===== src/rtl/seg_bus_writer.sv =====
// seg_bus_writer
// Host-side driver for an 8-digit segment register reached over an 8-bit
// command bus {position[2:0], load, data[3:0]}. A 32-bit hex word accepted
// over valid/ready is written one nibble per cycle, and only the nibbles that
// changed are sent. While no write is in progress, load=0 read cycles walk
// positions 0..7. Each returned segment byte is latched together with a
// one-hot digit select, which drives a multiplexed display.
module seg_bus_writer #(
    parameter int unsigned SCAN_DIV       = 4,    // cycles per scan position, 2..255
    parameter bit          SKIP_UNCHANGED = 1'b1  // 1: write changed nibbles only
) (
    input  logic        clk,
    input  logic        rst_n,
    input  logic [31:0] wr_data,
    input  logic        wr_valid,
    output logic        wr_ready,
    output logic [7:0]  seg_bus,
    input  logic [7:0]  seg_in,
    output logic [7:0]  seg_q,
    output logic [7:0]  digit_sel,
    output logic        busy
);

    typedef enum logic {
        SCAN  = 1'b0,
        WRITE = 1'b1
    } state_t;

    localparam logic [7:0] DIV_LAST = 8'(SCAN_DIV - 1);

    // Register state (q) and its next value (d)
    state_t      state_q, state_d;
    logic [2:0]  scan_pos_q, scan_pos_d;
    logic [7:0]  div_cnt_q, div_cnt_d;
    logic [31:0] shadow_q, shadow_d;        // last word fully written to the display
    logic        shadow_vld_q, shadow_vld_d;
    logic [31:0] wbuf_q, wbuf_d;            // word being written
    logic [7:0]  mask_q, mask_d;            // nibbles of wbuf still to be written
    logic [7:0]  seg_bus_q, seg_bus_d;
    logic [7:0]  seg_q_q, seg_q_d;
    logic [7:0]  digit_sel_q, digit_sel_d;
    logic        wr_ready_q, wr_ready_d;
    logic        busy_q, busy_d;

    // Combinational helpers
    logic [7:0]  dirty;
    logic        accept;
    logic [2:0]  idx;

    // Index of the lowest set bit; the caller guarantees m is non-zero
    function automatic logic [2:0] lowest_set(input logic [7:0] m);
        logic [2:0] r;
        r = 3'd0;
        for (int i = 7; i >= 0; i--) begin
            if (m[i]) r = 3'(i);
        end
        return r;
    endfunction

    // Load command for nibble p of word w
    function automatic logic [7:0] load_cmd(input logic [31:0] w, input logic [2:0] p);
        return {p, 1'b1, w[4*p +: 4]};
    endfunction

    // Dirty mask of the offered word against what the display already holds
    always_comb begin
        for (int i = 0; i < 8; i++) begin
            dirty[i] = !shadow_vld_q || !SKIP_UNCHANGED ||
                       (wr_data[4*i +: 4] != shadow_q[4*i +: 4]);
        end
    end

    assign accept = (state_q == SCAN) && wr_valid && wr_ready_q;

    // Next-state and next-output logic for the SCAN/WRITE controller
    always_comb begin
        // NOTE: every signal gets a default before the case statement, so no
        // path can leave a variable unassigned and infer a latch.
        state_d      = state_q;
        scan_pos_d   = scan_pos_q;
        div_cnt_d    = div_cnt_q;
        shadow_d     = shadow_q;
        shadow_vld_d = shadow_vld_q;
        wbuf_d       = wbuf_q;
        mask_d       = mask_q;
        seg_bus_d    = seg_bus_q;
        seg_q_d      = seg_q_q;
        digit_sel_d  = digit_sel_q;
        wr_ready_d   = wr_ready_q;
        busy_d       = busy_q;
        idx          = 3'd0;

        case (state_q)
            SCAN: begin
                wr_ready_d = 1'b1;
                busy_d     = 1'b0;
                if (accept) begin
                    wbuf_d = wr_data;
                end
                if (accept && (dirty != 8'h00)) begin
                    // First load cycle goes out right away. The scan counters
                    // freeze, so the display keeps its current digit.
                    idx        = lowest_set(dirty);
                    mask_d     = dirty & ~(8'h01 << idx);
                    seg_bus_d  = load_cmd(wr_data, idx);
                    state_d    = WRITE;
                    wr_ready_d = 1'b0;
                    busy_d     = 1'b1;
                end else begin
                    if (div_cnt_q == DIV_LAST) begin
                        // Address has been stable for SCAN_DIV cycles: latch it
                        seg_q_d     = seg_in;
                        digit_sel_d = 8'h01 << scan_pos_q;
                        scan_pos_d  = scan_pos_q + 3'd1;
                        div_cnt_d   = 8'd0;
                    end else begin
                        div_cnt_d   = div_cnt_q + 8'd1;
                    end
                    seg_bus_d = {scan_pos_d, 1'b0, 4'h0};
                end
            end

            WRITE: begin
                if (mask_q != 8'h00) begin
                    idx       = lowest_set(mask_q);
                    mask_d    = mask_q & ~(8'h01 << idx);
                    seg_bus_d = load_cmd(wbuf_q, idx);
                end else begin
                    // Last load went out in the previous cycle; resume scanning
                    shadow_d     = wbuf_q;
                    shadow_vld_d = 1'b1;
                    state_d      = SCAN;
                    wr_ready_d   = 1'b1;
                    busy_d       = 1'b0;
                    seg_bus_d    = {scan_pos_q, 1'b0, 4'h0};
                end
            end

            default: begin
                state_d = SCAN;
            end
        endcase
    end

    // State and output registers with synchronous active-low reset
    always_ff @(posedge clk) begin
        // NOTE: sequential state uses non-blocking assignments only, so every
        // register samples the values from before the edge.
        if (!rst_n) begin
            state_q      <= SCAN;
            scan_pos_q   <= 3'd0;
            div_cnt_q    <= 8'd0;
            shadow_q     <= 32'h0;
            shadow_vld_q <= 1'b0;
            wbuf_q       <= 32'h0;
            mask_q       <= 8'h00;
            seg_bus_q    <= 8'h00;
            seg_q_q      <= 8'h00;
            digit_sel_q  <= 8'h00;
            wr_ready_q   <= 1'b0;
            busy_q       <= 1'b0;
        end else begin
            state_q      <= state_d;
            scan_pos_q   <= scan_pos_d;
            div_cnt_q    <= div_cnt_d;
            shadow_q     <= shadow_d;
            shadow_vld_q <= shadow_vld_d;
            wbuf_q       <= wbuf_d;
            mask_q       <= mask_d;
            seg_bus_q    <= seg_bus_d;
            seg_q_q      <= seg_q_d;
            digit_sel_q  <= digit_sel_d;
            wr_ready_q   <= wr_ready_d;
            busy_q       <= busy_d;
        end
    end

    assign wr_ready  = wr_ready_q;
    assign seg_bus   = seg_bus_q;
    assign seg_q     = seg_q_q;
    assign digit_sel = digit_sel_q;
    assign busy      = busy_q;

endmodule


===== config.mk =====
export PLATFORM = sky130hd
export DESIGN_NAME = seg_bus_writer
export DESIGN_NICKNAME = d
export VERILOG_FILES = /design/src/rtl/seg_bus_writer.sv
export SDC_FILE = /design/constraint.sdc
export NUM_CORES = 1
export LEC_CHECK = 0
export BUFFER_PORTS_ARGS = -buffer_cell sky130_fd_sc_hd__buf_2
export CORE_MARGIN = 2
export CORE_UTILIZATION = 40
export DETAILED_ROUTE_END_ITERATION = 8
export GPL_TIMING_DRIVEN = 1
export SETUP_SLACK_MARGIN = 0.3
export SLEW_MARGIN = 40
export SYNTH_ARGS = -nofsm -noshare
export SYNTH_HDL_FRONTEND = slang
export SYNTH_SLANG_ARGS = --single-unit
export TNS_END_PERCENT = 50

===== constraint.sdc =====
create_clock -name clk -period 3.8 [get_ports clk]
set_input_delay 1.14 -clock clk [delete_from_list [all_inputs] [get_ports clk]]
set_output_delay 1.14 -clock clk [all_outputs]
set_load 0.005 [all_outputs]

==> metrics.txt <==
P_leak 2.36 nW; Final Hold Viols 0; TNS Setup 0 ns; Power Density about 410 nW/um2; # resized after CTS 0; post-route insts no fill between 800 and 900; R2R Path Start div_cnt_q[0]; required time of the critical path about 4 ns; kind of critical path in2reg; CP top delay family compound AO/OA/AOI/OAI gates; Comb pwr share 0.156; Core Region about 14000 um2; CTS tree done; Sink Count 110; worst slew pin tran about 0.76 ns; post-synth top area share 0.390; post-route cell area around 6400 um2; syn avg cell area between 8 and 9 um2; worst min-delay path category reg2reg; Worst Setup End Kind register; Synth Register Bits 110; die height 123 um; r2r setup slk 1.11 ns; Critical Path, Cell by Cell buf_2 > xor2_1 > nor3_1 > and4b_1 > o311a_1 > mux2_2 > o221ai_1 > o311ai_1; PortBufs between 60 and 70; syn_nets 710; vias roughly 5000; Clock Path Buffers 2; share of layout cells above drive strength 1 0.160; initial detailed-routing violation count between 300 and 400; initial antenna violation count 0; gr usage total 0.206; # IOs 69; remaining global-route overflow 0; # diodes 0; Top FF cell, synth dfxtp_1; max incr delay on CP about 0.59 ns; post-synthesis instance total between 600 and 700; worst r2r path cells 6; HPWL Detailed about 11000 um; max cap viols 0; most common cell after layout, fill and taps aside nand2_1; ys async rst share 0; Via density ~5.4; Bufs and invs on worst path 1; clk_lat worst skew 0.35 ns; Psw about 0.72 mW; clock network power share 0.376; R2R Path End seg_q[7]; Pint between 1.5 and 2 mW; max-slew violations 0; FP Rows 43; post-synth top area cell dfxtp_1; RSZ-0062 raised after global routing false; Seq/Total Area, Yosys 0.390; most frequent cells in the layout nand2_1, dfxtp_1, a21boi_0; H-Tree Depth 3; Post-DP Area 6110 um2; status completed; cts bufs inserted 9; synthesized area approximately 5600 um2; routability cong. 0.857; Hold Startpoint digit_sel[4]; routed length per instance 16.8 um; vias in the first global route 4664; routed wire length ~15000 um; DRC errors left 0; Critical Path Source Type input port; area delta synth->final 13.8%; DP Cell Count about 880; Yosys cell types 59; Multi-input gate area approximately 3200 um2; Max-slew headroom 0.496; worst-path maximum fanout 12; Post-CTS Hold Buffers 0; total iterations of the first detailed-routing run 5; first-pass GRT wire length between 20000 and 25000 um; initial core utilization 0.408; largest net degree at the start of global routing 59; # fillers about 1400; Syn. warnings 0; Period minus WS final ~3.3 ns; Achievable Freq 0.307 GHz; Hold Path Depth 2; Die Area around 15000 um2; Setup Viol. Count Final 0; Post-synth EDFFs 0; Min-Delay Endpoint digit_sel[4]; Data arrival, critical path between 3 and 4 ns; postcts setup bufs 0; sw frac 0.270; Tcrit/Tclk final 0.859; CTS root buffer clkbuf_16; top cells by area, synth dfxtp_1, nand2_1, a21boi_0, mux2i_1, xnor2_1; Register Area around 2200 um2; die width 123 um; Setup crit start wr_data[26]; Max VDD drop just under 0.3 mV; Detail Route Antenna Nets 0; clk_skew between 0.006 and 0.007 ns; share of power burned in registers 0.468; Final #Nets around 760; Clk pin slew, worst setup/hold paths 0.07 ns; Max stage delay cell, worst path o311a_1
power groups by stage:
stage	Clock (mW)	Sequential [mW]	Combinational, mW
after floorplan	0	1.25	0.277
after global placement	0	1.26	0.406
after detailed placement	0	1.27	0.413
after CTS	1.03	1.24	0.414
after global routing	1.07	1.25	0.454
final	0.997	1.24	0.415
sequential cells by signal, summed over array words and instances, names as in the netlist:
signal,cells
scan_pos_q,3
wbuf_q,32
digit_sel,8
shadow_vld_q,1
div_cnt_q,8
seg_bus,8
seg_q,8
busy,1
shadow_q,32
wr_ready,1
mask_q,8
kinds of logic (layout without fill, tap and decap cells):
kind of cell / count (synthesis) / count (layout) / share of synthesized area
fa+ha+maj: 7 / 7 / 0.0155
flops: 110 / 110 / 0.390
xor+xnor: 37 / 37 / 0.0574
mux: 34 / 34 / 0.0614
compound gates: 156 / 156 / 0.211
buf+inv: 45 / 104 / 0.0401
simple gates: 271 / 271 / 0.224
tightest hold or removal path: cells and delay by family (launching register included):
kind	cells	cell delay (ns)
AOI/OAI and AO/OA	1	0.05
DFF	1	0.31
and+or+nand+nor	1	0.06
cell usage after synthesis (2+ instances only):
library cell / number
and2_1: 9
xnor2_1: 19
nor4_2: 2
ha_1: 7
and4_1: 3
a21oi_1: 9
xor2_1: 18
o221ai_1: 9
o211ai_1: 2
buf_6: 2
or3_1: 2
a211oi_1: 2
o21ai_0: 16
buf_2: 2
clkbuf_1: 28
mux2i_1: 29
o221a_2: 2
o211a_1: 2
and3_1: 4
a21boi_1: 7
nand2_1: 159
a21boi_0: 69
nor4_1: 5
a2111o_1: 3
dfxtp_1: 110
o31ai_1: 3
nand2b_1: 9
inv_1: 9
and4b_1: 2
buf_12: 2
nor2_1: 26
o21a_1: 7
nand4_1: 2
buf_4: 2
nor2b_1: 17
a31oi_1: 5
mux2_2: 5
o21ai_1: 4
nor3_1: 11
a221oi_1: 4
nand3_1: 14
how the worst max path moves through the flow:
stage               slack [ns]  depth (start not counted)    endpoint
finish                    0.54                          8  seg_bus[0]
global route              0.39                          7  seg_bus[0]
CTS                       0.53                          8  seg_bus[0]
detailed placement        0.15                          8  seg_bus[0]
global placement          0.21                          8  seg_bus[0]
floorplan                 0.78                         10    seg_q[4]
layer usage:
metal,track usage,wire [um]
met1,0.265,6880
met2,0.338,7190
met3,0.0493,767
met4,0.0697,265
met5,0,0
layout make-up:
| cell class | count | share of cell area |
|---|---|---|
| clock buffer | 13 | 0.0436 |
| clock inverter | 3 | 0.00623 |
| inverter | 9 | 0.00525 |
| multi-input combinational | 505 | 0.502 |
| sequential | 110 | 0.343 |
| tap | 180 | 0.0350 |
| timing repair buffer | 79 | 0.0658 |
stage by stage:
step | power (mW) | hold WS [ns] | setup WS, ns | utilization
floorplan | 1.53 | 0.451 | 0.781 | -
detailed placement | 1.68 | 0.458 | 0.147 | 0.442
CTS | 2.68 | 0.468 | 0.535 | 0.465
global placement | 1.67 | 0.455 | 0.211 | 0.441
global route | 2.77 | 0.494 | 0.390 | 0.465
finish | 2.65 | 0.468 | 0.537 | 0.465
No activity file was read; power rests on OpenSTA's default activity.
